<file path="config.mk">
export PLATFORM = sky130hd
export DESIGN_NAME = imul_arbiter
export DESIGN_NICKNAME = d
export VERILOG_FILES = /design/src/rtl/imul_arbiter_pkg.sv /design/src/rtl/IMUL_generate.sv /design/src/rtl/imul_rr_arbiter.sv /design/src/rtl/imul_arbiter.sv
export SDC_FILE = /design/constraint.sdc
export NUM_CORES = 1
export LEC_CHECK = 0
export CORE_ASPECT_RATIO = 0.7
export CORE_MARGIN = 5
export CORE_UTILIZATION = 24
export CTS_BUF_LIST = sky130_fd_sc_hd__clkbuf_8
export DETAILED_ROUTE_END_ITERATION = 6
export SETUP_SLACK_MARGIN = 0.05
export SYNTH_ARGS = -nofsm -noshare
export SYNTH_HDL_FRONTEND = slang
export SYNTH_SLANG_ARGS = --single-unit
</file>
<file path="constraint.sdc">
create_clock -name Clock -period 15.95 [get_ports Clock]
set_input_delay 3.9875 -clock Clock [delete_from_list [all_inputs] [get_ports Clock]]
set_output_delay 3.9875 -clock Clock [all_outputs]
set_load 0.03 [all_outputs]
</file>
<file path="src/rtl/imul_arbiter_pkg.sv">
// Shared definitions for the two-requester multiplier controller.
// Holds the FSM state encoding, the default WIDTH/LATENCY values and the requester indices.
// Combinational-only content; nothing here carries state.
package imul_arbiter_pkg;

   typedef enum logic [1:0] {
      IMUL_IDLE = 2'd0,
      IMUL_CALC = 2'd1,
      IMUL_DONE = 2'd2
   } imul_state_t;

   localparam int IMUL_WIDTH   = 16;
   localparam int IMUL_LATENCY = 2;

   localparam logic REQ0 = 1'b0;
   localparam logic REQ1 = 1'b1;

endpackage

</file>
<file path="src/rtl/IMUL_generate.sv">
// Unsigned WIDTH x WIDTH multiplier producing the full 2*WIDTH product.
// Purely combinational; the caller decides how long to let it settle.
// No handshake; the operands are consumed as presented.
module IMUL_generate #(
   parameter int WIDTH = 16
) (
   input  logic [WIDTH-1:0]   a,
   input  logic [WIDTH-1:0]   b,
   output logic [2*WIDTH-1:0] p
);

   // zero-extend both operands so the product is never truncated
   assign p = {{WIDTH{1'b0}}, a} * {{WIDTH{1'b0}}, b};

endmodule

</file>
<file path="src/rtl/imul_rr_arbiter.sv">
// Two-way round-robin select: a lone request wins, a tie goes to the side that did not win last.
// Combinational, zero latency.
// enable low forces both grants low, so the owner of a shared unit can hold off new work.
module imul_rr_arbiter
   import imul_arbiter_pkg::*;
(
   input  logic req0,
   input  logic req1,
   input  logic last,
   input  logic enable,
   output logic gnt0,
   output logic gnt1
);

   // requester 0 wins when alone, or on a tie if requester 1 was served last
   assign gnt0 = enable & req0 & (~req1 | (last == REQ1));
   // requester 1 wins when alone, or on a tie if requester 0 was served last
   assign gnt1 = enable & req1 & (~req0 | (last == REQ0));

endmodule

</file>
<file path="src/rtl/imul_arbiter.sv">
// Shares one IMUL_generate multiplier between two requesters with round-robin arbitration.
// Grant is combinational in IDLE; the product registers LATENCY cycles after the grant edge.
// The product is held in DONE until its owner acks; other requests wait. Optional IMUL_SIGNED_EN.
module imul_arbiter
   import imul_arbiter_pkg::*;
#(
   parameter int WIDTH   = IMUL_WIDTH,
   parameter int LATENCY = IMUL_LATENCY
) (
   input  logic               Clock,
   input  logic               Reset,
   input  logic               iReq0,
   input  logic [WIDTH-1:0]   iA0,
   input  logic [WIDTH-1:0]   iB0,
   output logic               oGnt0,
   output logic               oValid0,
   input  logic               iAck0,
   input  logic               iReq1,
   input  logic [WIDTH-1:0]   iA1,
   input  logic [WIDTH-1:0]   iB1,
   output logic               oGnt1,
   output logic               oValid1,
   input  logic               iAck1,
`ifdef IMUL_SIGNED_EN
   input  logic               iSigned0,
   input  logic               iSigned1,
`endif
   output logic [2*WIDTH-1:0] oResult,
   output logic               oBusy
);

   imul_state_t          state;
   logic                 owner;
   logic                 last;
   logic [3:0]           cnt;
   logic [WIDTH-1:0]     op_a;
   logic [WIDTH-1:0]     op_b;
   logic [WIDTH-1:0]     sel_a;
   logic [WIDTH-1:0]     sel_b;
   logic [WIDTH-1:0]     mag_a;
   logic [WIDTH-1:0]     mag_b;
   logic [2*WIDTH-1:0]   prod;
   logic [2*WIDTH-1:0]   cap;
   logic                 owner_ack;

   imul_rr_arbiter u_arb (
      .req0   (iReq0),
      .req1   (iReq1),
      .last   (last),
      .enable (state == IMUL_IDLE),
      .gnt0   (oGnt0),
      .gnt1   (oGnt1)
   );

   // operands of whichever side is being granted this cycle
   assign sel_a = oGnt1 ? iA1 : iA0;
   assign sel_b = oGnt1 ? iB1 : iB0;

`ifdef IMUL_SIGNED_EN
   logic sel_signed;
   logic neg_a;
   logic neg_b;
   logic neg;

   // signed jobs feed magnitudes to the unsigned multiplier and fix the sign at capture
   assign sel_signed = oGnt1 ? iSigned1 : iSigned0;
   assign neg_a      = sel_signed & sel_a[WIDTH-1];
   assign neg_b      = sel_signed & sel_b[WIDTH-1];
   assign mag_a      = neg_a ? -sel_a : sel_a;
   assign mag_b      = neg_b ? -sel_b : sel_b;
   assign cap        = neg ? -prod : prod;

   // result sign is decided once, when the operands are latched
   always_ff @(posedge Clock or negedge Reset) begin
      if (!Reset)
         neg <= 1'b0;
      else if (oGnt0 | oGnt1)
         neg <= neg_a ^ neg_b;
   end
`else
   assign mag_a = sel_a;
   assign mag_b = sel_b;
   assign cap   = prod;
`endif

   IMUL_generate #(.WIDTH(WIDTH)) u_mul (
      .a (op_a),
      .b (op_b),
      .p (prod)
   );

   assign owner_ack = (owner == REQ0) ? iAck0 : iAck1;
   assign oBusy     = (state != IMUL_IDLE);

   // grant -> settle -> hold-until-ack sequencer with registered result and valids
   always_ff @(posedge Clock or negedge Reset) begin
      if (!Reset) begin
         state   <= IMUL_IDLE;
         owner   <= REQ0;
         last    <= REQ1;
         cnt     <= 4'd0;
         op_a    <= '0;
         op_b    <= '0;
         oResult <= '0;
         oValid0 <= 1'b0;
         oValid1 <= 1'b0;
      end else begin
         case (state)
            IMUL_IDLE: begin
               if (oGnt0 | oGnt1) begin
                  op_a  <= mag_a;
                  op_b  <= mag_b;
                  owner <= oGnt1 ? REQ1 : REQ0;
                  last  <= oGnt1 ? REQ1 : REQ0;
                  cnt   <= 4'(LATENCY - 1);
                  state <= IMUL_CALC;
               end
            end
            IMUL_CALC: begin
               if (cnt == 4'd0) begin
                  oResult <= cap;
                  oValid0 <= (owner == REQ0);
                  oValid1 <= (owner == REQ1);
                  state   <= IMUL_DONE;
               end else begin
                  cnt <= cnt - 4'd1;
               end
            end
            IMUL_DONE: begin
               // leaving through IDLE guarantees a gap cycle before the next grant
               if (owner_ack) begin
                  oValid0 <= 1'b0;
                  oValid1 <= 1'b0;
                  state   <= IMUL_IDLE;
               end
            end
            default: state <= IMUL_IDLE;
         endcase
      end
   end

endmodule

</file>
==> results_dict.tcl, run 1 <==
set metrics [dict create \
    drc 0 \
    clockBufferDepth 2 \
    post-dp-hpwl_um 24700 \
    drtIter0Drc 683 \
    numPortBuffers 106 \
    synth_seq_cells 74 \
    worst_pin_slew_ps 944 \
    final_common_cell "nand2_1" \
    route.met2.wl_um 13100 \
    setup_violations 0 \
    postSynthAreaPerCell_um2 8.63 \
    grt_setup_unrepaired "no" \
    cp.required_ps 11960 \
    critPathCaptureType "output port" \
    gp_congestion 0.952 \
    pin_count 107 \
    run_status "finished clean" \
    final_antenna_net_count 0 \
    antenna_found_initial 3 \
    ys.flop_type "dfrtp_1" \
    synth-seq-area-share_pct 15.8 \
    crit_type "in2out" \
    finClkSkew_ps 13.1 \
    rows 67 \
    vias 9349 \
    post_drt_wl_per_cell_um 15.1 \
    maxSlewViolCount 0 \
    hold_viol_final 0 \
    finalCritPeriodShare_pct 66.1 \
    synthTopCellsByArea "fa_1 33%, dfrtp_1 16%, ha_1 11%, nand2_1 8.4%, inv_1 7.4%" \
    die_h_um 195 \
    synth_fp_nets 1730 \
    grt_pass1_vias 9607 \
    drt_wl_total_um 31400 \
    die_area_um2 53500 \
    core-area_um2 48100 \
    fin_nets 1787 \
    syn_to_final_growth_pct 16.2 \
    drt_pass1_iterations 5 \
    max_clock_freq_ghz 0.0948 \
    synth.distinct_cells 52 \
    dr_wl_met3_um 2460 \
    clockRootBuffer "clkbuf_8" \
    syn_inst 1360 \
    path_clk_slew_ps 80 \
    cts_tree "built" \
    synth_top_area_share_pct 33.1 \
    cts_post_setup_buffers_inserted 0 \
    grt_util_all_layers_pct 12.0 \
    arrival_ps 6560 \
    cts.sinks 74 \
    hp-class "reg2reg" \
    clk_latency_ps 400 \
    synthesis.area_um2 11700 \
    htreeDepth 3 \
    initial_core_util_pct 24.4 \
    final.min_clock_period_ps 10550 \
    min_path_cells 2 \
    cap_violations 0 \
    layout_common_cells "263 x nand2_1, 233 x inv_1, 194 x fa_1" \
    slew_headroom_pct 37.1 \
    die_w_um 274 \
    reg2reg_depth 19 \
    detail_route.vias_per_cell 4.50 \
    synth_top_area_cell "fa_1" \
    wl_met1_um 15600 \
    numCtsBuffers 9 \
    worstPathMaxFanout 36 \
    tns_ps 0 \
    highest_layer "met5" \
    cts_hold_buf 0 \
    grt_max_degree 69 \
    synth_edf_count 0 \
    grt_overflow 0 \
    grt_pass1_wl_um 51500 \
    synth-warning-count 0 \
    setup.worst_path.start_class "input port" \
    drive_gt1_share_pct 2.11 \
    utilization_pct 28.4 \
    ctsResizeCount 0 \
    async_flop_share_pct 100 \
]
-- metrics by stage --
step | setup slack (ps) | instance area (µm²) | instances | hold WS, ps
2_1_floorplan | 7070 | 11700 | 1360 | 444
3_3_place_gp | 5440 | 13400 | 2061 | 459
3_5_place_dp | 5400 | 13400 | 2061 | 470
4_1_cts | 5400 | 13600 | 2077 | 484
5_1_grt | 5280 | 13600 | 2077 | 505
6_report | 5400 | 13600 | 2078 | 478
-- registers in the layout (all words and copies together), names as in the netlist --
signal	cells
oResult	32
op_a	16
op_b	16
cnt	4
state	2
last	1
oValid0	1
oValid1	1
owner	1
-- area by class of cell --
class / instances / area [µm²]
diodes: 1 / 2.50
clock buffers: 10 / 138
clock inverters: 6 / 81.3
fillers: 5149 / 34500
inverters: 233 / 875
multi-input cells: 987 / 8770
flip-flops and latches: 74 / 1850
well taps: 655 / 820
repair buffers: 112 / 1100
-- worst max-delay path, cell delays in order --
cell and delay (ps):
clkdlybuf4s50_1 500, nand2b_1 60, nand3_1 80, buf_4 400, clkinv_1 470, buf_4 390, clkdlybuf4s50_1 640
-- final timing paths --
check                            from          end  slack [ps]
max                             iReq1        oGnt0        5400
min                        oResult[0]   oResult[0]         480
max reg2reg                   op_a[5]  oResult[31]        9150
min reg2reg                oResult[0]   oResult[0]         480
max in group asynchronous       Reset     op_b[14]       11440
min in group asynchronous       Reset       cnt[3]        3440
-- synth_stat cells, types with 2 or more instances --
library cell	n
nor2b_1	3
o211ai_1	5
ha_1	106
nor2_1	56
and3_1	4
o31a_1	2
o21ai_1	12
o21ai_0	26
nand3_1	18
o31ai_1	5
a21oi_1	30
a21boi_0	2
o21bai_1	5
o221ai_1	3
a211oi_1	6
nand2_1	264
nand4_1	10
xnor2_1	15
dfrtp_1	73
buf_2	3
o22ai_1	2
mux2i_1	3
and2_1	127
xor2_1	8
a21o_1	11
nor3b_1	2
fa_1	194
nor3_1	11
buf_1	2
inv_1	232
nand2b_1	2
a31oi_1	34
clkbuf_1	61
o21a_1	5
-- per-layer routing --
| layer | track usage, % | vias to the layer above |
|---|---|---|
| li1 | - | 4323 |
| met1 | 18.2 | 4728 |
| met2 | 17.2 | 275 |
| met3 | 3.15 | 21 |
| met4 | 1.74 | 2 |
| met5 | 0.907 | - |
-- cells by family (layout without fill, tap and decap cells) --
group | after synthesis | in the layout | synth area share [%]
flip-flops | 74 | 74 | 15.8
multiplexers | 3 | 3 | 0.256
adder cells (fa/ha/maj) | 300 | 300 | 44.4
other | 0 | 1 | 0
AO/OA/AOI/OAI | 153 | 153 | 8.16
buffers and inverters | 299 | 361 | 9.59
AND/OR/NAND/NOR | 508 | 508 | 20.1
XOR/XNOR | 23 | 23 | 1.72
Power of run 1 is not shown: default switching activity piles up to over one toggle a cycle in this logic, so the estimate is an artifact.
==> run 2, diff against run 1 <==
clock period = 8.65 ns   (was 15.95 ns; I/O delays follow)
==> run 2 against run 1 <==
Global-route usage up 0.30 points. Clock skew up 12 ps. Critical endpoint is now oResult[23]. Setup slack got worse by 3100 ps. Routed wire length increased by 2.0%. Largest cell class unchanged. Sequential share of layout area hardly changed. Final cell count is essentially flat. Utilization barely moved. Register-to-register slack worse by 6900 ps. Highest routed layer is now met4. First-iteration DRC count is 16% higher. Critical path depth grew 10. Flip-flop and latch count unchanged. Die area did not move.
==> results_dict.tcl, run 2 (same netlist as run 1, synthesis figures left out) <==
set metrics [dict create \
    die_w_um 274 \
    path_clk_slew_ps 90 \
    grt_setup_unrepaired "no" \
    clockRootBuffer "clkbuf_8" \
    r2r_end "oResult[23]" \
    drive_gt1_share_pct 2.04 \
    setup_violations 0 \
    worst_pin_slew_ps 895 \
    gp_congestion 0.922 \
    slowest_delay_ps 900 \
    cts_tree "built" \
    die_area_um2 53500 \
    slew_headroom_pct 40.3 \
    numCtsBuffers 9 \
    maxSlewViolCount 0 \
    cts_hold_buf 0 \
    seq_area_um2 1850 \
    grt_util_all_layers_pct 12.3 \
    vias 9419 \
    ctsResizeCount 0 \
    fin_hold_ws_ps 481 \
    placed_cells 2062 \
    final_antenna_net_count 0 \
    worstPathMaxFanout 17 \
    layout_common_cells "263 x nand2_1, 234 x inv_1, 194 x fa_1" \
    crit_top_cell "fa_1" \
    timing.rr.start "op_b[2]" \
    syn_to_final_growth_pct 16.3 \
    post_drt_wl_per_cell_um 15.4 \
    tns_ps 0 \
    grt_max_degree 68 \
    numPortBuffers 106 \
    htreeDepth 3 \
    pin_count 107 \
    die_h_um 195 \
    crit_type "reg2reg" \
    finClkSkew_ps 24.9 \
    largest_reg_flops 32 \
    largestRegisters "oResult x32, op_a x16, op_b x16" \
    initial_core_util_pct 24.4 \
    hold_viol_final 0 \
    critPathCaptureType "flip-flop" \
    hp-start "last" \
    finalCritPeriodShare_pct 74.0 \
    post-dp-hpwl_um 25600 \
    path_cells "nand2_1 > fa_1 > fa_1 > fa_1 > inv_1 > fa_1 > fa_1 > inv_1 > fa_1 > inv_1 > ha_1 > nand3_1 > a211oi_1 > nor2_1 > o31ai_1 > xnor2_1 > o21ai_1" \
    path_buf_inv 3 \
    setup.worst_path.start_class "flip-flop" \
    final_common_cell "nand2_1" \
    drt_wl_total_um 32100 \
    cp.required_ps 8890 \
    antenna_found_initial 0 \
    cts.sinks 74 \
    clk_latency_ps 400 \
    grt_pass1_wl_um 53000 \
    fill_cells 5128 \
    cts_post_setup_buffers_inserted 0 \
    final.min_clock_period_ps 6400 \
    drt_pass1_iterations 5 \
    min_path_cells 2 \
    arrival_ps 6640 \
    slowest_stage "dfrtp_1" \
    rows 67 \
    fin_nets 1788 \
    grt_overflow 0 \
    cap_violations 0 \
    final_cells 2079 \
    clockBufferDepth 2 \
    multiInputGateArea_um2 8770 \
    max_clock_freq_ghz 0.156 \
    crit_cells 17 \
    core-area_um2 48100 \
    r2r_slack_ps 2250 \
    regMostFlops "oResult" \
    crit_family "adder cells" \
    hp-class "reg2reg" \
    reg2reg_depth 17 \
    drtIter0Drc 789 \
    detail_route.vias_per_cell 4.53 \
    drc 0 \
    hold_end "last" \
    grt_pass1_vias 9823 \
    run_status "finished clean" \
]
-- run 2: worst max-delay path by stage --
| stage | endpoint | from | slack (ps) |
|---|---|---|---|
| finish | oResult[23] | op_b[2] | 2250 |
| global route | oResult[30] | op_b[1] | 1920 |
| CTS | oResult[30] | op_b[1] | 2380 |
| detailed placement | oResult[28] | op_b[2] | 2400 |
| global placement | oResult[28] | op_b[8] | 2420 |
| floorplan | oResult[29] | op_b[7] | 3010 |
-- run 2: layer usage --
| metal | share of wire, % | track usage, % | vias to the layer above | wire length [µm] |
|---|---|---|---|---|
| li1 | - | - | 4324 | - |
| met4 | 1.4 | 2.18 | 0 | 437 |
| met2 | 42 | 17.7 | 320 | 13300 |
| met3 | 9.8 | 3.40 | 31 | 3140 |
| met1 | 47 | 18.5 | 4744 | 15200 |
| met5 | 0 | 0 | - | 0 |
-- run 2: metrics by stage --
stage / area (µm²) / util [%] / setup slack [ps]
6_report: 13700 / 28.4 / 2250
5_1_grt: 13600 / 28.4 / 1920
4_1_cts: 13600 / 28.4 / 2380
3_5_place_dp: 13400 / 27.9 / 2400
3_3_place_gp: 13400 / 27.9 / 2420
2_1_floorplan: 11700 / - / 3010
-- run 2: final cells by class --
class	instances	share of cell area, %
Antenna cell	1	0.0183
Clock buffer	10	1.01
Clock inverter	6	0.605
Inverter	233	6.41
Multi-Input combinational cell	987	64.2
Sequential cell	74	13.6
Tap cell	655	6.00
Timing Repair Buffer	113	8.14
-- run 2: worst min-delay path, stage by stage (launching register included) --
cell and delay, ps:
dfstp_2 380, nand2_1 50, nand2_1 50
Power of run 2 is left out for the same reason.
